## config.mk

```make
export PLATFORM = sky130hd
export DESIGN_NAME = serial_adder_flat
export DESIGN_NICKNAME = d
export VERILOG_FILES = /design/src/rtl/serial_adder_if.sv /design/src/rtl/serial_adder.sv /design/src/flat_wrapper.sv
export SDC_FILE = /design/constraint.sdc
export NUM_CORES = 1
export LEC_CHECK = 0
export CAP_MARGIN = 0
export CORE_ASPECT_RATIO = 0.6
export CORE_MARGIN = 1
export CORE_UTILIZATION = 25
export CTS_BUF_LIST = sky130_fd_sc_hd__clkbuf_4 sky130_fd_sc_hd__clkbuf_8
export CTS_CLUSTER_DIAMETER = 120
export DETAILED_ROUTE_END_ITERATION = 10
export GPL_TIMING_DRIVEN = 1
export PLACE_DENSITY_LB_ADDON = 0.3
export SYNTH_ARGS = -nofsm -noshare
export SYNTH_HDL_FRONTEND = slang
export SYNTH_SLANG_ARGS = --single-unit
export TNS_END_PERCENT = 10
```

## constraint.sdc

```tcl
create_clock -name clk -period 1.6 [get_ports clk]
set_clock_uncertainty 0.1 [all_clocks]
set_input_delay 0.4 -clock clk [delete_from_list [all_inputs] [get_ports clk]]
set_output_delay 0.4 -clock clk [all_outputs]
set_load 0.01 [all_outputs]
```

## src/rtl/serial_adder_if.sv

```systemverilog
// Operand/result bundle for the bit-serial adder.
// Handshake: start is a one-cycle request honoured only while the adder is
// idle; busy is high while bits are processed; done pulses for one cycle
// when sum/cout hold the new result, and sum/cout then hold until the next
// result.
interface serial_adder_if #(
    parameter int WIDTH = 8
);
    logic             start;
    logic [WIDTH-1:0] a;
    logic [WIDTH-1:0] b;
    logic             cin;
    logic             busy;
    logic             done;
    logic [WIDTH-1:0] sum;
    logic             cout;

    modport master (
        output start, a, b, cin,
        input  busy, done, sum, cout
    );

    modport slave (
        input  start, a, b, cin,
        output busy, done, sum, cout
    );
endinterface

```

## src/rtl/serial_adder.sv

```systemverilog
// Bit-serial ripple adder: one full-adder cell plus a carry flop, LSB first.
// {cout,sum} = a + b + cin after WIDTH clocks; subtraction a-b is done by
// driving ~b and cin=1. state_o exposes the FSM state for observation.
module serial_adder #(
    parameter int WIDTH = 8
) (
    input  logic          clk,
    input  logic          rst,
    serial_adder_if.slave bus,
    output logic [1:0]    state_o
);
    localparam int CW = (WIDTH > 1) ? $clog2(WIDTH) : 1;
    localparam logic [CW-1:0] LAST = CW'(WIDTH - 1);

    localparam logic [1:0] IDLE = 2'd0;
    localparam logic [1:0] RUN  = 2'd1;
    localparam logic [1:0] DONE = 2'd2;

    logic [1:0]       state_q,  state_d;
    logic [WIDTH-1:0] a_sh_q,   a_sh_d;
    logic [WIDTH-1:0] b_sh_q,   b_sh_d;
    logic [WIDTH-1:0] sum_sh_q, sum_sh_d;
    logic [WIDTH-1:0] sum_q,    sum_d;
    logic             carry_q,  carry_d;
    logic             cout_q,   cout_d;
    logic             busy_q,   busy_d;
    logic             done_q,   done_d;
    logic [CW-1:0]    count_q,  count_d;

    // Single full-adder cell working on the current LSBs and carry flop.
    logic s_bit;
    logic carry_nx;
    assign s_bit    = a_sh_q[0] ^ b_sh_q[0] ^ carry_q;
    assign carry_nx = (a_sh_q[0] & b_sh_q[0]) | (a_sh_q[0] & carry_q) | (b_sh_q[0] & carry_q);

    // Next-state logic: load on accept, shift one bit per RUN edge, publish on the last bit.
    always_comb begin
        state_d  = state_q;
        a_sh_d   = a_sh_q;
        b_sh_d   = b_sh_q;
        sum_sh_d = sum_sh_q;
        sum_d    = sum_q;
        carry_d  = carry_q;
        cout_d   = cout_q;
        busy_d   = busy_q;
        done_d   = 1'b0;
        count_d  = count_q;
        case (state_q)
            IDLE: begin
                if (bus.start) begin
                    a_sh_d  = bus.a;
                    b_sh_d  = bus.b;
                    carry_d = bus.cin;
                    count_d = '0;
                    busy_d  = 1'b1;
                    state_d = RUN;
                end
            end
            RUN: begin
                a_sh_d   = a_sh_q >> 1;
                b_sh_d   = b_sh_q >> 1;
                carry_d  = carry_nx;
                sum_sh_d = {s_bit, sum_sh_q[WIDTH-1:1]};
                if (count_q == LAST) begin
                    // Last bit: the shifted value is the complete sum.
                    sum_d   = {s_bit, sum_sh_q[WIDTH-1:1]};
                    cout_d  = carry_nx;
                    busy_d  = 1'b0;
                    done_d  = 1'b1;
                    state_d = DONE;
                end else begin
                    count_d = count_q + CW'(1);
                end
            end
            DONE: begin
                state_d = IDLE;
            end
            default: begin
                busy_d  = 1'b0;
                state_d = IDLE;
            end
        endcase
    end

    // State and datapath registers; reset aborts any operation in flight.
    always_ff @(posedge clk or posedge rst) begin
        if (rst) begin
            state_q  <= IDLE;
            a_sh_q   <= '0;
            b_sh_q   <= '0;
            sum_sh_q <= '0;
            sum_q    <= '0;
            carry_q  <= 1'b0;
            cout_q   <= 1'b0;
            busy_q   <= 1'b0;
            done_q   <= 1'b0;
            count_q  <= '0;
        end else begin
            state_q  <= state_d;
            a_sh_q   <= a_sh_d;
            b_sh_q   <= b_sh_d;
            sum_sh_q <= sum_sh_d;
            sum_q    <= sum_d;
            carry_q  <= carry_d;
            cout_q   <= cout_d;
            busy_q   <= busy_d;
            done_q   <= done_d;
            count_q  <= count_d;
        end
    end

    assign bus.busy = busy_q;
    assign bus.done = done_q;
    assign bus.sum  = sum_q;
    assign bus.cout = cout_q;
    assign state_o  = state_q;
endmodule
```

## src/flat_wrapper.sv

```systemverilog
// flat-port wrapper written by rule: the top's interface ports become plain ports
module serial_adder_flat 
#(
    parameter int WIDTH = 8
)
  (clk, rst, state_o, bus_start, bus_a, bus_b, bus_cin, bus_busy, bus_done, bus_sum, bus_cout);
  serial_adder_if #(.WIDTH(WIDTH)) bus_i ();
  input  logic clk;
  input  logic rst;
  output logic [1:0] state_o;
  input wire logic [$bits(bus_i.start)-1:0] bus_start;
  input wire logic [$bits(bus_i.a)-1:0] bus_a;
  input wire logic [$bits(bus_i.b)-1:0] bus_b;
  input wire logic [$bits(bus_i.cin)-1:0] bus_cin;
  output wire logic [$bits(bus_i.busy)-1:0] bus_busy;
  output wire logic [$bits(bus_i.done)-1:0] bus_done;
  output wire logic [$bits(bus_i.sum)-1:0] bus_sum;
  output wire logic [$bits(bus_i.cout)-1:0] bus_cout;
  assign bus_i.start = bus_start;
  assign bus_i.a = bus_a;
  assign bus_i.b = bus_b;
  assign bus_i.cin = bus_cin;
  assign bus_busy = bus_i.busy;
  assign bus_done = bus_i.done;
  assign bus_sum = bus_i.sum;
  assign bus_cout = bus_i.cout;
  serial_adder #(.WIDTH(WIDTH)) u_core (.clk(clk), .rst(rst), .bus(bus_i), .state_o(state_o));
endmodule
```

## Yosys cells after proc, flatten, opt, wreduce, memory -nomap -nowiden

Cells that the tools add are included.

| storage, ports and cells | value |
|---|---|
| word-level logic and storage cells | 49 |
| input port bits | 20 |
| register bits after elaboration | 41 |
| output and inout bits | 13 |

| operators by class | value |
|---|---|
| muxes and demuxes | 17 |
| bitwise logic cells | 8 |
| reductions and logical operators | 7 |
| eq/ne operators | 6 |
| $add $sub $neg | 1 |

Operators by type and width:

| kind | number |
|---|---|
| 8-bit case mux with 2 select lines | 2 |
| 8-bit 2-to-1 mux | 2 |
| 3-bit 2-to-1 mux | 2 |
| 3-bit case mux with 2 select lines | 1 |
| 2-bit AND reduction | 3 |
| 3-bit AND reduction | 2 |
| 1-bit 2-to-1 mux | 5 |
| 2-bit 2-to-1 mux | 2 |
| 2-bit != test, second input constant | 2 |
| 2-bit case mux with 2 select lines | 1 |
| 3-bit by 1-bit adder with 3-bit output, second input constant | 1 |
| 1-bit AND | 3 |
| 3-bit equality test, second input constant | 1 |
| 1-bit case mux with 3 select lines | 1 |
| 2-bit by 1-bit equality test with 1-bit output, second input constant | 1 |
| 2-bit equality test, second input constant | 1 |
| 2-bit logical NOT | 1 |
| 2-bit by 1-bit != test with 1-bit output, second input constant | 1 |
| 1-bit bitwise OR | 2 |
| 1-bit case mux with 2 select lines | 1 |
| 2-bit nonzero test | 1 |
| 1-bit bitwise XOR | 2 |
| 1-bit inverter | 1 |

## Longest topological paths before layout

Gate-level depths: netlist of run 1.

| depth | value |
|---|---|
| depth after elaboration | 4 |
| mapped depth | 5 |
| gate-level depth less buffers | 5 |

## Worst setup path before layout of run 1

OpenSTA, ideal clock, no wires.

| timing path | value |
|---|---|
| path kind | reg-to-reg |
| start point | register u_core.count_q[0] |
| end point | register u_core.sum_q[0], in the netlist u_core.bus.sum[0] |
| stages on the path, launching flop included | 6 |
| clock period less this slack | 1.565 ns |
| path buffers | 1 |
| setup time | 0.125 ns |
| path slack | 0.035 ns |
| data arrival time | 1.340 ns |
| required time | 1.375 ns |
| cell sequence | dfrtp_1 -> ha_1 -> ha_1 -> nand2_2 -> buf_6 -> mux2_4 |

| between the ends | value |
|---|---|
| longest elaborated chain between the ends | 2 |

RTL lines:

| what | line | source |
|---|---|---|
| start, declared | serial_adder.sv:28 | `logic [CW-1:0] count_q, count_d;` |
| start signal, assigned | serial_adder.sv:108 | `count_q <= count_d;` |
| 3-bit equality test | serial_adder.sv:64 | `if (count_q == LAST) begin` |
| 2-bit AND reduction (no line) | -- |  |
| end signal, assigned | serial_adder.sv:103 | `sum_q <= sum_d;` |
| end, declared | serial_adder.sv:23 | `logic [WIDTH-1:0] sum_q, sum_d;` |

No other way between the ends.
A chain may end at the register's enable or synchronous reset.

## Worst setup path in the final report of run 1

| timing path | value |
|---|---|
| start point | register u_core.count_q[1] |
| end point | register u_core.sum_q[2], in the netlist u_core.bus.sum[2] |

Same word-level chain as after synthesis.

==> results.ini, run 1 <==
[power]
p_per_area_mw_per_mm2 = 1800
irDropWorstVdd_mv = 0.505
clockPowerShare = 0.188
p_leak_nw = 1.17
p_total_mw = 4.48
switching_power_mw = 1.49
p_int_mw = 2.98
power_frac_comb = 0.416
p_seq_frac = 0.396
switching_share = 0.334

[detailed_routing]
wl_per_cell_um = 13.1
drt_iter0_drc = 45
vias = 1321
dr.pass1.iters = 7
post-route-drc-count = 3
via_per_inst = 4.35
drtAntennaViolNets = 0
drt_wl_total_um = 4000

[clocking]
clock-sinks = 40
cts_hold_buf = 0
clk_latency_ps = 290
cts.clk_slew.worst_paths_ps = 80
cts_tree = built
root_buffer = clkbuf_8
htreeDepth = 2
clockBufferDepth = 2
numCtsBuffers = 5

[synthesis]
synth-seq-cells = 40
syn_area_per_cell_sq_um = 10.9
async_flop_share = 1.00
synth_cell_types = 29
syn_inst = 166
synth.yosys.seq_area_share = 0.551
synth_ff_type = dfrtp_1
synth_fp_nets = 189
syn-cell-area_sq_mm = 0.00182
ys_warn_count = 0
synth_edf_count = 0

[flow_run]
drv_cap = 0

[cells_and_area]
n_antenna_cell = 0
fillCellCount = 684
seq_area_sq_mm = 0.00100
area_growth_pct = 37.0
fin_util = 0.363
post_route_cells_drive_above_1_share = 0.240
multi_input_area_sq_um = 744
nNetsFinal = 239
finalInstanceArea_sq_mm = 0.00249

[critical_path]
critical_path_buf_inv_count = 1
cp-start-kind = flop
path_max_fanout = 4
cp.required_ps = 1670
crit_arrival_ps = 1640
max_stage_delay_ps = 420
worstPathCellList = ha_2 -> ha_4 -> nand2_2 -> buf_4 -> mux2_4
critical-path-top-delay-family = flip-flops
critPathKind = flop to flop
end_kind = flop
cpMaxStageDelayCell = dfrtp_1

[sta]
hold_viol = 0
setup_ws_ps = 33.7
drv_slew = 0
slew_headroom = 0.852
period_share = 0.979
setup_viol = 0
worst_pin_slew_ps = 222
period_minus_slack_ps = 1570
rsz0062_at_grt = true
fmax_mhz = 638
hold_ws_ps = 363

[grt]
grt_pass1_vias = 1371
grt_use_met3 = 0.0390
grt_start_max_net_pins = 41
grt_pass1_wl_um = 6780
use_met1 = 0.174
track_usage = 0.117
grt.busiest_layer = met1
antenna_found_initial = 0
grt_overflow = 0
met2_usage = 0.155

[floorplan]
die_area_sq_mm = 0.00762
die_h_um = 68.0
io_pins = 33
start_util = 0.265
dieWidth_um = 112
fp.coreArea_sq_mm = 0.00685
fp-row-count = 23

[placement]
io_buffers = 32
dp_hpwl_um = 2770
placed_cell_area_sq_mm = 0.00233
globalplace.congestion = 0.693
place_ws_ps = -211

[outcome]
violations = design-rule violations
status = finished, violations left

[min_path]
hold_path_class = input pin to asynchronous set/reset pin

## cell families after synthesis
| group | after synthesis | synth area share |
|---|---|---|
| and+or+nand+nor | 62 | 0.152 |
| DFF | 40 | 0.551 |
| AOI/OAI and AO/OA | 32 | 0.141 |
| buffers and inverters | 19 | 0.0531 |
| muxes | 10 | 0.0786 |
| adders and majority gates | 3 | 0.0248 |
## synthesized netlist by cell type (2+ instances only)
cell type	count	area share
a32oi_1	4	0.019
nand3b_1	4	0.017
nand2b_1	3	0.010
dfrtp_1	40	0.55
nor2_1	21	0.043
nand2_1	23	0.048
nor3_1	7	0.019
buf_2	2	0.0055
buf_6	2	0.012
mux2_2	2	0.012
a211oi_1	7	0.029
buf_4	2	0.0083
o21ai_0	4	0.011
mux2_4	8	0.066
o221a_2	4	0.025
a22o_1	5	0.024
clkbuf_1	4	0.0083
o21a_1	5	0.021
ha_1	2	0.014
inv_1	8	0.017
## cell type report
class,instances,area share
clock inverter,3,0.0191
clock buffer,5,0.0277
tap,87,0.0438
inverter,8,0.0121
sequential,40,0.403
multi-input combinational,107,0.299
timing repair buffer,54,0.195
## worst reg2reg max path: stages, from the launching register on
cell and delay (ps):
dfrtp_1 420, ha_2 210, ha_4 160, nand2_2 110
buf_4 160, mux2_4 300
## per-layer routing
metal	routed length, um	share of wire	up-vias
met1	2300	0.58	618
met5	0	0	-
met2	1490	0.37	27
met4	13	0.0033	0
met3	192	0.048	2
li1	-	-	674
## final timing paths
path	from	depth (start not counted)	slack, ps	endpoint
worst max-delay path	u_core.count_q[1]	5	30	u_core.bus.sum[2]
worst min-delay path	rst	3	360	u_core.bus.done
worst max register to register	u_core.count_q[1]	5	30	u_core.bus.sum[2]
worst min register to register	u_core.sum_sh_q[1]	2	390	u_core.sum_sh_q[1]
max in group asynchronous	rst	3	800	u_core.state_o[1]
min in group clk	u_core.sum_sh_q[1]	2	390	u_core.sum_sh_q[1]
## cell usage in the layout (no fill, tap or decap), types with 5 or more instances in the layout
| master | count |
|---|---|
| buf_4 | 20 |
| a22o_1 | 5 |
| o21a_1 | 5 |
| clkbuf_8 | 5 |
| dfrtp_1 | 39 |
| inv_1 | 8 |
| clkdlybuf4s50_1 | 19 |
| a211oi_1 | 7 |
| mux2_4 | 8 |
| nand2_1 | 23 |
| nor3_1 | 7 |
| dlygate4sd2_1 | 13 |
| nor2_1 | 20 |
## what timing repair did
item | in CTS | in global routing
setup endpoints to repair | 20 | 15
gates resized for setup | 15 | 6
buffers inserted | 2 | 1
pin swaps | 0 | 1
## power by group through the flow
stage / registers, mW / clock network, mW / logic [mW]
6_report: 1.77 / 0.840 / 1.86
5_1_grt: 1.83 / 0.905 / 2.10
4_1_cts: 1.77 / 0.872 / 1.83
3_5_place_dp: 1.79 / 0 / 1.89
3_3_place_gp: 1.80 / 0 / 1.87
2_1_floorplan: 1.78 / 0 / 1.15
## stage by stage
stage | TNS (ps) | std cells
after floorplan | 0 | 166
after global placement | -2420 | 293
after detailed placement | -2680 | 293
after CTS | -2.63 | 303
after global routing | -212 | 304
final | 0 | 304
## sequential cells by signal, summed over array words and instances, names as in the netlist
| name | flops |
|---|---|
| u_core.bus.sum | 8 |
| u_core.state_o | 2 |
| u_core.sum_sh_q | 7 |
| u_core.bus.done | 1 |
| u_core.bus.cout | 1 |
| u_core.carry_q | 1 |
| u_core.b_sh_q | 8 |
| u_core.a_sh_q | 8 |
| u_core.bus.busy | 1 |
| u_core.count_q | 3 |
No activity file was read; power rests on OpenSTA's default activity.
==> inputs of run 2 (changes only) <==
--- a/config.mk
+++ b/config.mk
@@ -6,6 +6,8 @@
 export NUM_CORES = 1
 export LEC_CHECK = 0
 export CAP_MARGIN = 0
+export CELL_PAD_IN_SITES_DETAIL_PLACEMENT = 1
+export CELL_PAD_IN_SITES_GLOBAL_PLACEMENT = 1
 export CORE_ASPECT_RATIO = 0.6
 export CORE_MARGIN = 1
 export CORE_UTILIZATION = 25
@@ -13,8 +15,7 @@
 export CTS_CLUSTER_DIAMETER = 120
 export DETAILED_ROUTE_END_ITERATION = 10
 export GPL_TIMING_DRIVEN = 1
-export PLACE_DENSITY_LB_ADDON = 0.3
+export PLACE_DENSITY = 0.56
 export SYNTH_ARGS = -nofsm -noshare
 export SYNTH_HDL_FRONTEND = slang
 export SYNTH_SLANG_ARGS = --single-unit
-export TNS_END_PERCENT = 10
==> results.ini, run 2 (synthesis results as in run 1) <==
[floorplan]
die_h_um = 68.0  ; unchanged
die_area_sq_mm = 0.00762  ; unchanged
start_util = 0.265  ; unchanged
fp.coreArea_sq_mm = 0.00685  ; unchanged
dieWidth_um = 112  ; unchanged
io_pins = 33  ; unchanged
fp-row-count = 23  ; unchanged

[flow_run]
drv_cap = 0  ; unchanged

[cells_and_area]
fillCellCount = 794  ; was 684
layout_common_cells = dfrtp_1 (38), nand2_1 (23), nor2_1 (20), clkdlybuf4s50_1 (19), buf_4 (19)  ; was dfrtp_1 (39), nand2_1 (23), nor2_1 (20), buf_4 (20), clkdlybuf4s50_1 (19)
post_route_cells_drive_above_1_share = 0.243  ; was 0.240
area_growth_pct = 36.7  ; was 37.0%
layout_commonest_cell = dfrtp_1  ; unchanged
n_antenna_cell = 0  ; unchanged
nNetsFinal = 240  ; was 239

[clocking]
clockBufferDepth = 2  ; unchanged
htreeDepth = 2  ; unchanged
cts.clk_slew.worst_paths_ps = 90  ; was 80 ps
clk_latency_ps = 300  ; was 290 ps
cts_tree = built  ; unchanged
clock-sinks = 40  ; unchanged
numCtsBuffers = 5  ; unchanged
root_buffer = clkbuf_8  ; unchanged

[critical_path]
rr_endpoint = u_core.bus.sum[4]  ; was u_core.bus.sum[2]
r2r_slack_ps = 60  ; was 30 ps
end_kind = flop  ; unchanged
critPathKind = input pin to flop  ; was flop to flop
critical_path_buf_inv_count = 1  ; unchanged
max_stage_delay_ps = 610  ; was 420 ps
cp.required_ps = 1690  ; was 1670 ps
cp-start-kind = input pin  ; was flop
path_max_fanout = 6  ; was 4
r2r-start = u_core.count_q[0]  ; was u_core.count_q[1]
critical-path-top-delay-family = buffers and inverters  ; was flip-flops
worstPathCellList = clkdlybuf4s50_1 -> nor2_1 -> or2_2 -> a22o_1  ; was ha_2 -> ha_4 -> nand2_2 -> buf_4 -> mux2_4
crit_arrival_ps = 1650  ; was 1640 ps
cpMaxStageDelayCell = clkdlybuf4s50_1  ; was dfrtp_1
ff2ff_path_depth = 5  ; unchanged

[power]
p_total_mw = 4.39  ; was 4.48 mW
irDropWorstVdd_mv = 0.482  ; was 0.505 mV
p_per_area_mw_per_mm2 = 1770  ; was 1800 mW/mm^2
p_leak_nw = 1.17  ; about the same

[placement]
dp_hpwl_um = 3120  ; was 2770 um
place_ws_ps = -321  ; was -211 ps
io_buffers = 32  ; unchanged
globalplace.congestion = 0.729  ; was 0.693

[sta]
fmax_mhz = 640  ; was 638 MHz
hold_ws_ps = 360  ; was 363 ps
rsz0062_at_grt = false  ; was true
drv_slew = 0  ; unchanged
worst_pin_slew_ps = 300  ; was 222 ps
tns_ps = 0  ; unchanged
period_minus_slack_ps = 1560  ; was 1570 ps
hold_viol = 0  ; unchanged
setup_viol = 0  ; unchanged
slew_headroom = 0.800  ; was 0.852
setup_ws_ps = 38.0  ; was 33.7 ps
period_share = 0.976  ; was 0.979

[min_path]
hold_path_class = input pin to asynchronous set/reset pin  ; unchanged

[detailed_routing]
vias = 1373  ; was 1,321
drt_wl_total_um = 4540  ; was 4000 um
drt_iter0_drc = 76  ; was 45
via_per_inst = 4.50  ; was 4.35
post-route-drc-count = 3  ; unchanged
dr.pass1.iters = 7  ; unchanged
drtAntennaViolNets = 0  ; unchanged
wl_per_cell_um = 14.9  ; was 13.1 um

[grt]
use_met1 = 0.206  ; was 0.174
grt_pass1_wl_um = 7850  ; was 6780 um
grt_overflow = 0  ; unchanged
antenna_found_initial = 0  ; unchanged
met2_usage = 0.187  ; was 0.155
grt_pass1_vias = 1506  ; was 1,371
grt_start_max_net_pins = 41  ; unchanged
grt.busiest_layer = met1  ; unchanged
track_usage = 0.139  ; was 0.117
grt_use_met3 = 0.0372  ; was 0.0390

[outcome]
status = finished, violations left  ; unchanged
violations = design-rule violations  ; unchanged

run 2: per-layer routing:
metal	vias to the layer above	routed length, um
met5	-	0
met4	0	53
met3	5	276
met2	32	1680
met1	668	2530
li1	668	-
run 2: final cells by class:
class	count	area, sq um	area share
inverters	8	30.0	0.0121
clock buffers	5	68.8	0.0277
clock inverters	3	18.8	0.00756
repair buffers	55	509	0.205
well taps	87	109	0.0439
multi-input cells	107	742	0.299
flip-flops and latches	40	1000	0.404
run 2: worst max-delay path by stage:
stage,startpoint,to,depth (start not counted),slack (ps)
after CTS,u_core.count_q[0],u_core.count_q[0],5,10
after global routing,u_core.state_o[0],u_core.bus.sum[4],5,0.7
after floorplan,u_core.count_q[0],u_core.bus.sum[0],5,30
after detailed placement,bus_start,u_core.a_sh_q[0],4,-320
final,bus_start,u_core.count_q[1],4,40
after global placement,bus_start,u_core.a_sh_q[0],4,-230
run 2: through the flow:
stage,cells,utilization,instance area [sq um]
finish,305,0.362,2480
global route,305,0.362,2480
CTS,304,0.358,2450
detailed placement,295,0.345,2360
global placement,295,0.345,2360
floorplan,166,-,1820
run 2: where the power goes:
part,leakage [nW],total [mW],switching [mW],internal (mW)
clock network,0.0479,0.682,0.377,0.304
logic,0.651,1.93,0.856,1.08
registers,0.476,1.77,0.299,1.47
run 2: worst register-to-register path: cells and delay by family, from the launching register on:
kind | cells | cell delay (ps)
DFF | 1 | 400
adders and majority gates | 2 | 380
muxes | 1 | 300
buffers and inverters | 1 | 150
and+or+nand+nor | 1 | 110
run 2: timing repair:
| item | CTS | global route |
|---|---|---|
| gates resized for setup | 18 | 4 |
| pin swaps | 0 | 1 |
| setup buffers | 1 | 1 |
| hold buffers | 0 | 0 |
| setup endpoints to repair | 24 | 12 |
| gates cloned | 0 | 0 |
